$ cat config.mk
export PLATFORM = sky130hd
export DESIGN_NAME = instr_fetch_ctrl
export DESIGN_NICKNAME = d
export VERILOG_FILES = /design/src/rtl/instr_fetch_ctrl.sv
export SDC_FILE = /design/constraint.sdc
export NUM_CORES = 1
export LEC_CHECK = 0
export CAP_MARGIN = 10
export CORE_UTILIZATION = 47
export DETAILED_ROUTE_END_ITERATION = 7
export PLACE_DENSITY = 0.89
export SKIP_LAST_GASP = 1
export SYNTH_ARGS = -nofsm -noshare
export SYNTH_HDL_FRONTEND = slang
export SYNTH_SLANG_ARGS = --single-unit
$ cat constraint.sdc
create_clock -name clk -period 4.6 [get_ports clk]
set_input_delay 0.92 -clock clk [delete_from_list [all_inputs] [get_ports clk]]
set_output_delay 0.92 -clock clk [all_outputs]
set_load 0.02 [all_outputs]
$ cat src/rtl/instr_fetch_ctrl.sv
// ---------------------------------------------------------------------------
// instr_fetch_ctrl
//
// Instruction fetch sequencer for the single-cycle MIPS-subset core. It owns
// the program counter, addresses a combinational instruction memory, and
// registers each fetched word into a one-entry output stage that is handed
// to decode with a valid/ready handshake. A run starts with `start`, fetches
// RESET_PC..LAST_ADDR, and ends in DONE once the final word is accepted.
// Branch/jump redirects flush the output stage and refetch. `halt_req`
// freezes new captures.
//
// Ports:
//   clk          in   1     system clock, rising edge
//   rst_n        in   1     asynchronous active-low reset
//   start        in   1     begin a run (only from IDLE or DONE)
//   imem_addr    out  AW    word address to instruction memory (= pc)
//   imem_rd      in   32    instruction word, combinational from imem_addr
//   instr        out  32    registered instruction to decode
//   instr_pc     out  AW    address of instr
//   instr_valid  out  1     instr/instr_pc valid
//   instr_ready  in   1     decode accepts (transfer on valid && ready)
//   redirect     in   1     single-cycle flush/refetch pulse
//   redirect_pc  in   AW    redirect target
//   halt_req     in   1     level, blocks new captures
//   busy         out  1     high in FETCH or DRAIN
//   done         out  1     high in DONE
//   fetch_cnt    out  AW+1  handshakes completed since last accepted start
// ---------------------------------------------------------------------------
module instr_fetch_ctrl #(
    parameter int AW        = 8,
    parameter int RESET_PC  = 0,
    parameter int LAST_ADDR = 4
) (
    input  logic          clk,
    input  logic          rst_n,
    input  logic          start,
    output logic [AW-1:0] imem_addr,
    input  logic [31:0]   imem_rd,
    output logic [31:0]   instr,
    output logic [AW-1:0] instr_pc,
    output logic          instr_valid,
    input  logic          instr_ready,
    input  logic          redirect,
    input  logic [AW-1:0] redirect_pc,
    input  logic          halt_req,
    output logic          busy,
    output logic          done,
    output logic [AW:0]   fetch_cnt
);

    typedef enum logic [1:0] {
        IDLE  = 2'd0,
        FETCH = 2'd1,
        DRAIN = 2'd2,
        DONE  = 2'd3
    } state_t;

    localparam logic [AW-1:0] START_PC = RESET_PC[AW-1:0];
    localparam logic [AW-1:0] LAST_PC  = LAST_ADDR[AW-1:0];
    localparam logic [AW-1:0] PC_ONE   = {{(AW-1){1'b0}}, 1'b1};
    localparam logic [AW:0]   CNT_ONE  = {{AW{1'b0}}, 1'b1};

    state_t        state_q, state_d;
    logic [AW-1:0] pc_q, pc_d;
    logic [31:0]   instr_q, instr_d;
    logic [AW-1:0] instr_pc_q, instr_pc_d;
    logic          valid_q, valid_d;
    logic [AW:0]   cnt_q, cnt_d;

    logic handshake;
    logic capture_ok;

    assign handshake  = valid_q && instr_ready;
    // The output slot is free when empty or being emptied this cycle.
    assign capture_ok = !halt_req && (!valid_q || instr_ready);

    // State and datapath registers.
    always_ff @(posedge clk or negedge rst_n) begin
        if (!rst_n) begin
            state_q    <= IDLE;
            pc_q       <= START_PC;
            instr_q    <= 32'h0;
            instr_pc_q <= '0;
            valid_q    <= 1'b0;
            cnt_q      <= '0;
        end else begin
            state_q    <= state_d;
            pc_q       <= pc_d;
            instr_q    <= instr_d;
            instr_pc_q <= instr_pc_d;
            valid_q    <= valid_d;
            cnt_q      <= cnt_d;
        end
    end

    // Next-state logic. Redirect outranks capture and halt; the handshake
    // counter advances independently of whatever else happens that cycle.
    always_comb begin
        state_d    = state_q;
        pc_d       = pc_q;
        instr_d    = instr_q;
        instr_pc_d = instr_pc_q;
        valid_d    = valid_q;
        cnt_d      = cnt_q;

        if (handshake) begin
            cnt_d = cnt_q + CNT_ONE;
        end

        case (state_q)
            IDLE, DONE: begin
                if (start) begin
                    pc_d    = START_PC;
                    valid_d = 1'b0;
                    cnt_d   = '0;
                    state_d = FETCH;
                end else if (handshake) begin
                    valid_d = 1'b0;
                end
            end

            FETCH: begin
                if (redirect) begin
                    valid_d = 1'b0;
                    if (redirect_pc <= LAST_PC) begin
                        pc_d    = redirect_pc;
                        state_d = FETCH;
                    end else begin
                        state_d = DONE;
                    end
                end else if (capture_ok) begin
                    instr_d    = imem_rd;
                    instr_pc_d = pc_q;
                    valid_d    = 1'b1;
                    if (pc_q == LAST_PC) begin
                        state_d = DRAIN;
                    end else begin
                        pc_d = pc_q + PC_ONE;
                    end
                end else if (handshake) begin
                    valid_d = 1'b0;
                end
            end

            DRAIN: begin
                if (redirect) begin
                    valid_d = 1'b0;
                    if (redirect_pc <= LAST_PC) begin
                        pc_d    = redirect_pc;
                        state_d = FETCH;
                    end else begin
                        state_d = DONE;
                    end
                end else if (handshake) begin
                    valid_d = 1'b0;
                    state_d = DONE;
                end
            end

            default: begin
                state_d = IDLE;
            end
        endcase
    end

    assign imem_addr   = pc_q;
    assign instr       = instr_q;
    assign instr_pc    = instr_pc_q;
    assign instr_valid = valid_q;
    assign fetch_cnt   = cnt_q;
    // Status flags come straight from the state register, no input paths.
    assign busy        = (state_q == FETCH) || (state_q == DRAIN);
    assign done        = (state_q == DONE);

endmodule

==> results.sh, run 1 <==
export IMPL_drv_cap=0
export IMPL_seq_area_mm2=0.001501
export IMPL_slowest_delay_ns=0.64
export IMPL_fin_setup_tns_ns=0
export IMPL_drtPass1Iterations=4
export IMPL_hp_class="primary input to asynchronous set/reset pin"
export IMPL_numClockSinks=60
export IMPL_cp_arrival_ns=2.12
export IMPL_io_pins=106
export IMPL_die_area_mm2=0.006229
export IMPL_synth_avg_cell_area_um2=12.04
export IMPL_synth_area_mm2=0.002781
export IMPL_multi_input_area_mm2=0.001201
export IMPL_critPathTopFamily="buffers and inverters"
export IMPL_diodes=0
export IMPL_grt_max_degree=54
export IMPL_synth_ff_type="dfrtp_1"
export IMPL_synthArstFlopShare=1.000
export IMPL_fillCellCount=401
export IMPL_crit_path_end_kind="primary output"
export IMPL_clock_latency_ns=0.33
export IMPL_num_rows=27
export IMPL_netlist_instances=231
export IMPL_p_clk_frac=0.209
export IMPL_ant_nets=0
export IMPL_fmax_mhz=328.8
export IMPL_yosysTopAreaCell="dfrtp_1"
export IMPL_r2r_cells=8
export IMPL_clockBufferDepth=2
export IMPL_p_int_w=0.001558
export IMPL_ctsRootBufferMaster="clkbuf_8"
export IMPL_p_per_area_mw_per_mm2=588.5
export IMPL_vias=2239
export IMPL_rsz0062_at_grt="false"
export IMPL_placedInstanceArea_mm2=0.003887
export IMPL_setup_worst_path_start_class="flop"
export IMPL_crit_path_cell_trace="inv_1 > ha_1 > inv_1 > clkdlybuf4s50_1"
export IMPL_dp_hpwl_mm=4.650
export IMPL_slowest_stage="clkdlybuf4s50_1"
export IMPL_portBuffers=105
export IMPL_syn_nets=283
export IMPL_fin_skew_ns=0.008575
export IMPL_fin_nets=391
export IMPL_htreeDepth=3
export IMPL_drive_gt1_frac=0.1802
export IMPL_path_class="flop to primary output"
export IMPL_grt_first_pass_wirelength_mm=10.67
export IMPL_synth_area_leaders="dfrtp_1 (54%), mux2_2 (16%), ha_1 (2.7%)"
export IMPL_synth_seq_area_share=0.5398
export IMPL_fp_dieW_um=78.93
export IMPL_path_buf_inv=3
export IMPL_wirelength_mm=6.561
export IMPL_p_comb_frac=0.457
export IMPL_path_max_fanout=13
export IMPL_status="finished, final reports clean"
export IMPL_dieHeight_um=78.93
export IMPL_power_switching_share=0.3539
export IMPL_fin_crit_sh=0.6611
export IMPL_antenna_found_initial=0
export IMPL_cts_tree="yes"
export IMPL_grt_use_total=0.2264
export IMPL_p_sw_w=0.0008531
export IMPL_start_util=0.4960
export IMPL_post_cts_setup_buffers=0
export IMPL_critical_path_depth=4
export IMPL_cts_made_buffers=9
export IMPL_r2r_slack_ns=2.35
export IMPL_cts_resized_gates=0
export IMPL_max_slew_margin=0.5666
export IMPL_synth_top_area_share=0.5398
export IMPL_fin_crit_ns=3.041
export IMPL_place_congestion=0.8385
export IMPL_wire_per_inst_um=15.77
export IMPL_coreArea_mm2=0.005608
export IMPL_slew_viol_final=0
export IMPL_worstMarginPinSlew_ns=0.6501
export IMPL_drt_iter0_drc=113
export IMPL_globalRouteOverflowTotal=0
export IMPL_drc=0
export IMPL_ir_drop_mv=0.3638
export IMPL_hold_viol_final=0
export IMPL_ys_ff_latch=60
export IMPL_viasPerCell=5.382
export IMPL_hold_buffers=0
export IMPL_yosysWarnings=0
export IMPL_sequentialPowerShare=0.335
export IMPL_synth_edf_count=0
export IMPL_ys_types=44
export IMPL_area_delta_synth_final_pct=47.28
export IMPL_setup_viol=0
export IMPL_grt_pass1_vias=2161
export IMPL_crit_path_frequent_cell="inv_1"
export IMPL_clk_pin_slew_ns=0.07
export IMPL_design_area_mm2=0.004096
export IMPL_leakagePower_nw=1.715
export IMPL_worst_ep_required_time_ns=3.68
-- worst paths after layout --
| kind | from | end |
|---|---|---|
| max | state_q[0]$_DFFE_PN0P_ | busy |
| min | rst_n | fetch_cnt[0]$_DFF_PN0_ |
| max reg2reg | state_q[1]$_DFFE_PN0P_ | imem_addr[6]$_DFFE_PN0P_ |
| min reg2reg | instr[11]$_DFFE_PN0P_ | instr[11]$_DFFE_PN0P_ |
| max in group asynchronous | rst_n | instr[16]$_DFFE_PN0P_ |
| min in group clk | instr[11]$_DFFE_PN0P_ | instr[11]$_DFFE_PN0P_ |
-- layout make-up --
cell class              instances  share of cell area
inverters                       9            0.008247
repair buffers                107              0.2590
well taps                      72             0.02199
clock buffers                  12             0.03299
clock inverters                 4             0.01802
flip-flops and latches         60              0.3665
multi-input cells             152              0.2932
-- kinds of logic after synthesis --
logic type	count (synthesis)	share of synthesized area
XOR/XNOR	6	0.01889
AND/OR/NAND/NOR	57	0.1156
AO/OA/AOI/OAI	40	0.09762
buffers and inverters	19	0.02834
adder cells (fa/ha/maj)	6	0.02699
multiplexers	43	0.1727
flip-flops	60	0.5398
-- sequential cells by signal (all words and copies together), names as in the netlist --
register and count:
instr_valid 1, instr_pc 8, fetch_cnt 9, state_q 2, instr 32, imem_addr 8
-- synth_stat cells, types with 2 or more instances --
cell type / n
nand3_1: 6
and2_1: 2
a21oi_1: 8
buf_2: 6
dfrtp_1: 60
clkbuf_1: 4
nand2_1: 12
mux2_2: 40
a32oi_1: 2
nor2_1: 11
ha_1: 6
xor2_1: 5
o31ai_1: 3
a22o_1: 2
o21ai_0: 8
mux2i_1: 3
nor2b_1: 2
or3_1: 4
nand4_1: 4
o21ai_1: 3
inv_1: 9
o22ai_1: 3
nand2b_1: 4
nor3_1: 3
o31ai_2: 2
-- per-layer routing --
| metal | GRT usage | part of all wire | vias to the layer above |
|---|---|---|---|
| met5 | 0 | 0 | - |
| met4 | 0.09455 | 0.011 | 0 |
| met3 | 0.07701 | 0.071 | 8 |
| li1 | - | - | 1043 |
| met2 | 0.3609 | 0.49 | 94 |
| met1 | 0.2817 | 0.42 | 1094 |
-- power groups by stage --
stage	Sequential [W]	Clock, W	Combinational [W]
6_report	0.000807	0.000503	0.00110
5_1_grt	0.000831	0.000541	0.00118
4_1_cts	0.000807	0.000514	0.00111
3_5_place_dp	0.000816	0	0.00110
3_3_place_gp	0.000797	0	0.00108
2_1_floorplan	0.00100	0	0.000424
-- stage by stage --
stage	total power (W)	setup WS [ns]	utilization	instances	hold slack (ns)
3_5_place_dp	0.001921	1.554	0.6932	400	0.4950
5_1_grt	0.002549	1.423	0.7305	416	0.4051
4_1_cts	0.002431	1.537	0.7305	416	0.4008
6_report	0.002411	1.559	0.7305	416	0.4164
2_1_floorplan	0.001424	2.314	-	231	0.5467
3_3_place_gp	0.001882	1.604	0.6932	400	0.4878
-- placed cells by master (no fill, tap or decap), types with 4 or more instances in the layout --
cell	instances
a21oi_1	8
nand2_1	12
dfrtp_1	60
nor2_1	11
nand2b_1	4
mux2_2	40
inv_1	9
clkdlybuf4s50_1	104
nand4_1	4
ha_1	6
clkbuf_8	9
o21ai_0	8
or3_1	4
xor2_1	5
nand3_1	6
No activity file was read; power rests on OpenSTA's default activity.
==> run 2: changes to the inputs <==
- CORE_UTILIZATION: 47 -> 44
- PLACE_DENSITY: 0.89 -> 0.84
- clock period: 4.6 -> 2.9 ns (I/O delays scaled with it)
==> run 2 against run 1 <==
Via count increased by 1.5%. Critical endpoint unchanged. Utilization decreased by 4.8 points. Die area increased by 6.6%. Combinational power increased by 64%. Sequential power increased by 57%. First-iteration DRC count decreased by 42%. Flip-flop and latch count unchanged. Clock skew decreased by 0.00078 ns. Worst hold slack got worse by 0.013 ns.
==> results.sh, run 2 (synthesized netlist as in run 1, its figures left out) <==
export IMPL_status="finished, final reports clean"
export IMPL_drive_gt1_frac=0.1902
export IMPL_leakagePower_nw=1.722
export IMPL_seq_area_mm2=0.001501
export IMPL_numClockSinks=60
export IMPL_grt_max_degree=61
export IMPL_fmax_mhz=402.9
export IMPL_hp_class="primary input to asynchronous set/reset pin"
export IMPL_grt_first_pass_wirelength_mm=10.76
export IMPL_clockBufferDepth=2
export IMPL_coreArea_mm2=0.006026
export IMPL_place_congestion=0.7923
export IMPL_reg2reg_to="imem_addr[7]$_DFFE_PN0P_"
export IMPL_path_class="flop to primary output"
export IMPL_largest_reg_flops=32
export IMPL_cts_made_buffers=9
export IMPL_worst_ep_required_time_ns=2.32
export IMPL_setup_worst_path_start_class="flop"
export IMPL_fin_skew_ns=0.007794
export IMPL_wire_per_inst_um=16.12
export IMPL_preCtsSetupSlack_ns=0.3399
export IMPL_wirelength_mm=6.804
export IMPL_clk_pin_slew_ns=0.07
export IMPL_diodes=0
export IMPL_start_util=0.4616
export IMPL_crit_path_end_kind="primary output"
export IMPL_path_max_fanout=4
export IMPL_multi_input_area_mm2=0.001201
export IMPL_cp_arrival_ns=1.90
export IMPL_fillCellCount=469
export IMPL_slew_viol_final=0
export IMPL_drt_iter0_drc=65
export IMPL_p_per_area_mw_per_mm2=918.4
export IMPL_dp_hpwl_mm=4.941
export IMPL_fin_ws_ns=0.4177
export IMPL_setup_viol=0
export IMPL_fin_crit_ns=2.482
export IMPL_portBuffers=105
export IMPL_grt_pass1_vias=2238
export IMPL_ant_nets=0
export IMPL_dieHeight_um=81.51
export IMPL_vias=2272
export IMPL_grt_use_total=0.2167
export IMPL_cts_tree="yes"
export IMPL_fin_setup_tns_ns=0
export IMPL_fin_nets=394
export IMPL_hold_buffers=0
export IMPL_drtPass1Iterations=4
export IMPL_globalRouteOverflowTotal=0
export IMPL_holdWs_ns=0.4035
export IMPL_r2r_cells=7
export IMPL_cts_resized_gates=0
export IMPL_fp_dieW_um=81.51
export IMPL_hold_viol_final=0
export IMPL_ir_drop_mv=0.6413
export IMPL_layout_common_cells="clkdlybuf4s50_1 (104), dfrtp_1 (60), mux2_2 (40), nand2_1 (12), nor2_1 (11)"
export IMPL_clock_latency_ns=0.33
export IMPL_fin_crit_sh=0.8560
export IMPL_drv_cap=0
export IMPL_die_area_mm2=0.006643
export IMPL_antenna_found_initial=0
export IMPL_rsz0062_at_grt="false"
export IMPL_area_delta_synth_final_pct=47.77
export IMPL_r2r_start="state_q[1]$_DFFE_PN0P_"
export IMPL_final_common_cell="clkdlybuf4s50_1"
export IMPL_r2r_slack_ns=0.76
export IMPL_post_cts_setup_buffers=0
export IMPL_max_slew_margin=0.4854
export IMPL_num_rows=28
export IMPL_htreeDepth=3
export IMPL_io_pins=106
export IMPL_worstMarginPinSlew_ns=0.7718
export IMPL_drc=0
export IMPL_ctsRootBufferMaster="clkbuf_8"
export IMPL_viasPerCell=5.384
[run 2: cell count changes in the layout (fill, tap and decap cells not counted)]
| cell | delta |
|---|---|
| clkinv_2 | +2 |
| buf_12 | +1 |
| clkinv_4 | -1 |
| clkbuf_1 | -1 |
| bufinv_16 | -1 |
| buf_4 | +2 |
| clkinvlp_4 | +1 |
[run 2: worst max-delay path, stage by stage (launching register included)]
cell	delay (ns)
dfrtp_1	0.37
inv_1	0.08
ha_1	0.33
inv_1	0.16
clkdlybuf4s50_1	0.63
[run 2: worst max-delay path by stage]
stage                                        start                        to  slack (ns)  depth (start not counted)
after detailed placement            redirect_pc[3]  imem_addr[7]$_DFFE_PN0P_        0.34                          6
final                       state_q[0]$_DFFE_PN0P_                      busy        0.42                          4
after global routing        state_q[0]$_DFFE_PN0P_                      busy        0.31                          4
after CTS                   state_q[0]$_DFFE_PN0P_                      busy        0.41                          4
after floorplan           imem_addr[0]$_DFFE_PN0P_  imem_addr[6]$_DFFE_PN0P_        0.93                          7
after global placement              redirect_pc[3]  imem_addr[7]$_DFFE_PN0P_        0.42                          6
[run 2: power by group]
part | internal [W] | switching [W] | total (W)
registers | 0.00111 | 0.000161 | 0.00127
clock network | 0.000393 | 0.000315 | 0.000708
logic | 0.000901 | 0.000898 | 0.00180
total | 0.00240 | 0.00137 | 0.00377
[run 2: cell type report]
class	instances	share of cell area
well taps	75	0.02283
inverters	9	0.008219
clock inverters	5	0.01279
repair buffers	110	0.2667
multi-input cells	152	0.2922
clock buffers	11	0.03196
flip-flops and latches	60	0.3653
[run 2: metrics by stage]
step / power (W) / std cells / cell area (um2) / util
5_1_grt: 0.004004 / 422 / 4110 / 0.6821
3_5_place_dp: 0.003087 / 406 / 3926 / 0.6516
3_3_place_gp: 0.003014 / 406 / 3926 / 0.6516
4_1_cts: 0.003807 / 422 / 4110 / 0.6821
6_report: 0.003775 / 422 / 4110 / 0.6821
2_1_floorplan: 0.002259 / 231 / 2781 / -
[run 2: per-layer routing]
layer | track usage | share of wire | vias to the layer above
li1 | - | - | 1059
met1 | 0.2658 | 0.41 | 1113
met2 | 0.3675 | 0.50 | 90
met3 | 0.04778 | 0.080 | 10
met4 | 0.08929 | 0.014 | 0
met5 | 0 | 0 | -
